**config.mk**
```make
export PLATFORM = sky130hd
export DESIGN_NAME = fetch_sequencer
export DESIGN_NICKNAME = d
export VERILOG_FILES = /design/src/rtl/fetch_sequencer.sv
export SDC_FILE = /design/constraint.sdc
export NUM_CORES = 1
export LEC_CHECK = 0
export CORE_ASPECT_RATIO = 0.75
export CORE_MARGIN = 2
export CORE_UTILIZATION = 44
export CTS_BUF_LIST = sky130_fd_sc_hd__clkbuf_4 sky130_fd_sc_hd__clkbuf_8
export DETAILED_ROUTE_END_ITERATION = 7
export GPL_TIMING_DRIVEN = 0
export PLACE_DENSITY_LB_ADDON = 0.3
export SKIP_CTS_REPAIR_TIMING = 1
export SYNTH_ARGS = -nofsm -noshare
export SYNTH_HDL_FRONTEND = slang
export SYNTH_SLANG_ARGS = --single-unit
```
**constraint.sdc**
```tcl
create_clock -name clk -period 3.7 [get_ports clk]
set_input_delay 0.74 -clock clk [delete_from_list [all_inputs] [get_ports clk]]
set_output_delay 0.74 -clock clk [all_outputs]
set_load 0.01 [all_outputs]
```
**src/rtl/fetch_sequencer.sv**
```systemverilog
// PC controller: fetches one instruction at a time over a wait-state handshake, then applies
// stall/halt/jump/branch control. Define FETCH_TRAP_EN to trap misaligned jump targets.
module fetch_sequencer #(
  parameter int unsigned     PC_W        = 32,
  parameter logic [PC_W-1:0] RESET_VEC   = '0,
  parameter logic [5:0]      HALT_OPCODE = 6'h3F,
  parameter logic [PC_W-1:0] TRAP_VEC    = PC_W'(32'h100)
) (
  input  logic            clk,
  input  logic            reset,
  input  logic            imem_rdy,
  input  logic [31:0]     inscode,
  input  logic            stall,
  input  logic            br_taken,
  input  logic [31:0]     br_offset,
  input  logic            jmp,
  input  logic [PC_W-1:0] jmp_target,
  input  logic            resume,
  output logic [PC_W-1:0] pc,
  output logic            imem_req,
  output logic            ins_valid,
  output logic [31:0]     ins_out,
  output logic            halted,
  output logic            trap
);

  typedef enum logic [1:0] {IDLE, FETCH, EXEC, HALT} state_t;

  state_t          state, state_nx;
  logic [PC_W-1:0] pc_nx;
  logic [PC_W-1:0] br_step;
  logic [31:0]     ins_nx;
  logic            trap_nx;

`ifndef FETCH_TRAP_EN
  logic jmp_lsb_unused;
  assign jmp_lsb_unused = ^jmp_target[1:0];
`endif

  always_comb begin
    state_nx = state;
    pc_nx    = pc;
    ins_nx   = ins_out;
    trap_nx  = 1'b0;
    br_step  = PC_W'($signed(br_offset)) << 2;
    case (state)
      IDLE:  state_nx = FETCH;
      FETCH: begin
        if (imem_rdy) begin
          ins_nx   = inscode;
          state_nx = EXEC;
        end
      end
      EXEC: begin
        if (!stall) begin
          if (ins_out[31:26] == HALT_OPCODE) begin
            state_nx = HALT;
          end else begin
            state_nx = FETCH;
            if (jmp) begin
`ifdef FETCH_TRAP_EN
              if (jmp_target[1:0] != 2'b00) begin
                pc_nx   = TRAP_VEC;
                trap_nx = 1'b1;
              end else begin
                pc_nx = {jmp_target[PC_W-1:2], 2'b00};
              end
`else
              pc_nx = {jmp_target[PC_W-1:2], 2'b00};
`endif
            end else if (br_taken) begin
              pc_nx = pc + PC_W'(4) + br_step;
            end else begin
              pc_nx = pc + PC_W'(4);
            end
          end
        end
      end
      HALT: begin
        if (resume) begin
          pc_nx    = pc + PC_W'(4);
          state_nx = FETCH;
        end
      end
      default: state_nx = IDLE;
    endcase
  end

  // Status outputs are registered from the next state so they line up with the state register.
  always_ff @(posedge clk or negedge reset) begin
    if (!reset) begin
      state     <= IDLE;
      pc        <= RESET_VEC;
      ins_out   <= '0;
      trap      <= 1'b0;
      imem_req  <= 1'b0;
      ins_valid <= 1'b0;
      halted    <= 1'b0;
    end else begin
      state     <= state_nx;
      pc        <= pc_nx;
      ins_out   <= ins_nx;
      trap      <= trap_nx;
      imem_req  <= (state_nx == FETCH);
      ins_valid <= (state_nx == EXEC);
      halted    <= (state_nx == HALT);
    end
  end

endmodule

```
==> results.yml <==
place:
  portBuffers: 162
  dpl-instance-area_mm2: 0.00728
  post-place-ws_ns: -0.965
  finalWeightedCongestion: 0.968
  dp_hpwl_um: 14600
setup_path:
  end_kind: "register"
  cp_common_cell: "nand4_1"
  crit_required_ns: 3.93
  r2r-start: "pc[6]"
  reg2reg_depth: 16
  cp_cell_sequence: "nand4_1, buf_4, nor2_4, and2_4, nand2_4, xnor2_4, ha_4, and4_4, nand4_1, or4b_4, a311oi_4, a31oi_2, o211ai_2, nand4b_1, and4_1, or3_1"
  cp.arrival_ns: 4.43
  cpPeakStageDelay_ns: 0.62
  criticalPathCategory: "reg2reg"
  path_max_fanout: 4
  cp-startpoint: "pc[6]"
  slowest_stage: "or4b_4"
  critPathLaunchType: "register"
cells_and_area:
  multi_input_area_mm2: 0.00392
  antenna_cells: 0
  final_net_count: 980
  drive_above_1_share_pct: 21.8
  design_area_mm2: 0.00826
  fill_cells: 982
  seq_area_mm2: 0.00169
  area_delta_synth_final_pct: 52.1
synth:
  synth_area_leaders: "dfrtp_1, ha_1, mux2_2"
  syn_area_per_cell_um2: 8.78
  ys.flop_type: "dfrtp_1"
  synth-edff-count: 0
  syn_inst: 618
  synth_commonest_cells: "dfrtp_1, nand2_1, nor2_1"
  syn_area_mm2: 0.00543
  ys_types: 71
  synth_warnings: 0
  yosys_register_bits: 67
  synth_top_area_share_pct: 30.9
  yosysTopAreaCell: "dfrtp_1"
  async_reset_ff_share_pct: 100
  seq_area_frac_synth_pct: 30.9
sta:
  clock.fmax_mhz: 238
  max_slew_margin_pct: 16.6
  slew_viol_final: 0
  period_minus_slack_ns: 4.20
  rsz0062_at_grt: "true"
  fin_skew_ns: 0.0128
  period_share_pct: 113
  hold_viol_final: 0
  setup_viol: 4
  setup_ws_ns: -0.495
  tns_ns: -0.982
  tightest_slew_ns: 1.25
clocking:
  cts_tree: "done"
  clk_root_buffer_cell: "clkbuf_8"
  htreeDepth: 3
  clockBufferDepth: 2
  cts_buffers: 9
  clock_sinks: 67
  clock_latency_ns: 0.36
  clk_pin_slew_ns: 0.09
grt:
  antenna_found_initial: 0
  busiest_layer: "met2"
  grt_pass1_vias: 5590
  grt_pass1_wl_um: 29800
  grtUsageMet2_pct: 44.9
  use_met3_pct: 5.96
  grt_max_degree: 68
  grtUsageMet1_pct: 41.0
  grt.total_usage_pct: 28.9
  grt_overflow: 0
flow_run:
  cap_violations: 0
status:
  violations: "negative setup slack"
  outcome: "finished with violations"
floorplan:
  die_y_um: 100
  die_area_mm2: 0.0132
  fp-row-count: 35
  io_pins: 171
  fp.coreArea_mm2: 0.0122
  start_util_pct: 44.6
  dieWidth_um: 132
power_and_ir_drop:
  peakVddDrop_mv: 0.421
  power_density_mw_per_mm2: 855
  p_leak_uw: 0.00342
  finalPower_uw: 7060
routing:
  via_per_inst: 5.94
  ant_nets: 0
  dr.pass1.iters: 6
  drc: 0
  finalWirelength_um: 20600
  dr.first_iter.drc_count: 726
  vias: 5997
  wire_per_inst_um: 20.4
hold_path:
  hp-class: "in2async"
-- final timing paths --
path / slack (ns) / endpoint
max: -0.50 / pc[31]
min: 0.51 / ins_out[14]
max reg2reg: -0.50 / pc[31]
min reg2reg: 0.51 / ins_out[16]
max in group asynchronous: 2.54 / pc[3]
min in group clk: 0.51 / ins_out[16]
-- through the flow --
step / cells / hold WS (ns) / utilization, %
2_1_floorplan: 620 / 0.444 / -
3_3_place_gp: 948 / 0.489 / 59.8
3_5_place_dp: 948 / 0.492 / 59.8
4_1_cts: 964 / 0.511 / 61.8
5_1_grt: 1010 / 0.520 / 67.8
6_report: 1010 / 0.508 / 67.8
-- where the power goes --
part | internal (uW) | switching, uW | total, uW
Sequential | 1110 | 376 | 1480
Combinational | 2370 | 2420 | 4790
Clock | 453 | 335 | 788
Total | 3930 | 3130 | 7060
-- sequential cells by signal, indices dropped and copies added (netlist names) --
| register | flops |
|---|---|
| halted | 1 |
| imem_req | 1 |
| ins_out | 32 |
| ins_valid | 1 |
| pc | 30 |
| state | 2 |
-- worst max-delay path: cells and delay by family, from the launching register on --
| family | cells | cell delay, ns |
|---|---|---|
| AND/OR/NAND/NOR | 10 | 2.38 |
| AO/OA/AOI/OAI | 3 | 0.68 |
| flip-flops | 1 | 0.42 |
| adder cells (fa/ha/maj) | 1 | 0.28 |
| buffers and inverters | 1 | 0.17 |
| XOR/XNOR | 1 | 0.14 |
-- cell type report --
class,count,area share [%]
timing repair buffer,208,23.9
clock buffer,9,1.50
clock inverter,7,1.49
multi-input combinational,508,47.4
sequential,67,20.5
inverter,19,0.864
tap,166,2.52
buffer,26,1.80
-- cells in the final DEF (no fill, tap or decap), types with 8 or more instances in the layout --
master / count
xnor2_1: 29
dfrtp_1: 53
clkbuf_1: 17
ha_1: 31
o22ai_1: 9
a21o_1: 16
a21oi_1: 39
nand4_1: 12
clkbuf_8: 10
dfrtp_2: 14
mux2_2: 34
a31oi_1: 8
buf_4: 48
nand2_1: 62
inv_1: 19
xor2_1: 8
nand3_1: 15
nor3_1: 14
nor2_1: 40
o21ai_0: 29
clkdlybuf4s50_1: 161
-- per-layer routing --
layer / up-vias / wire length [um]
li1: 2729 / -
met1: 2873 / 8640
met2: 353 / 9470
met3: 42 / 2090
met4: 0 / 372
met5: - / 0
-- cell families (layout without fill, tap and decap cells) --
| family | after synthesis | in the layout | synth area share [%] |
|---|---|---|---|
| buf+inv | 45 | 269 | 4.06 |
| fa+ha+maj | 38 | 38 | 8.90 |
| xor+xnor | 49 | 49 | 7.91 |
| mux | 36 | 36 | 7.42 |
| compound gates | 179 | 179 | 22.4 |
| simple gates | 203 | 203 | 18.4 |
| other cells | 1 | 3 | 0.0691 |
| flops | 67 | 67 | 30.9 |
(Power assumes the default switching activity.)
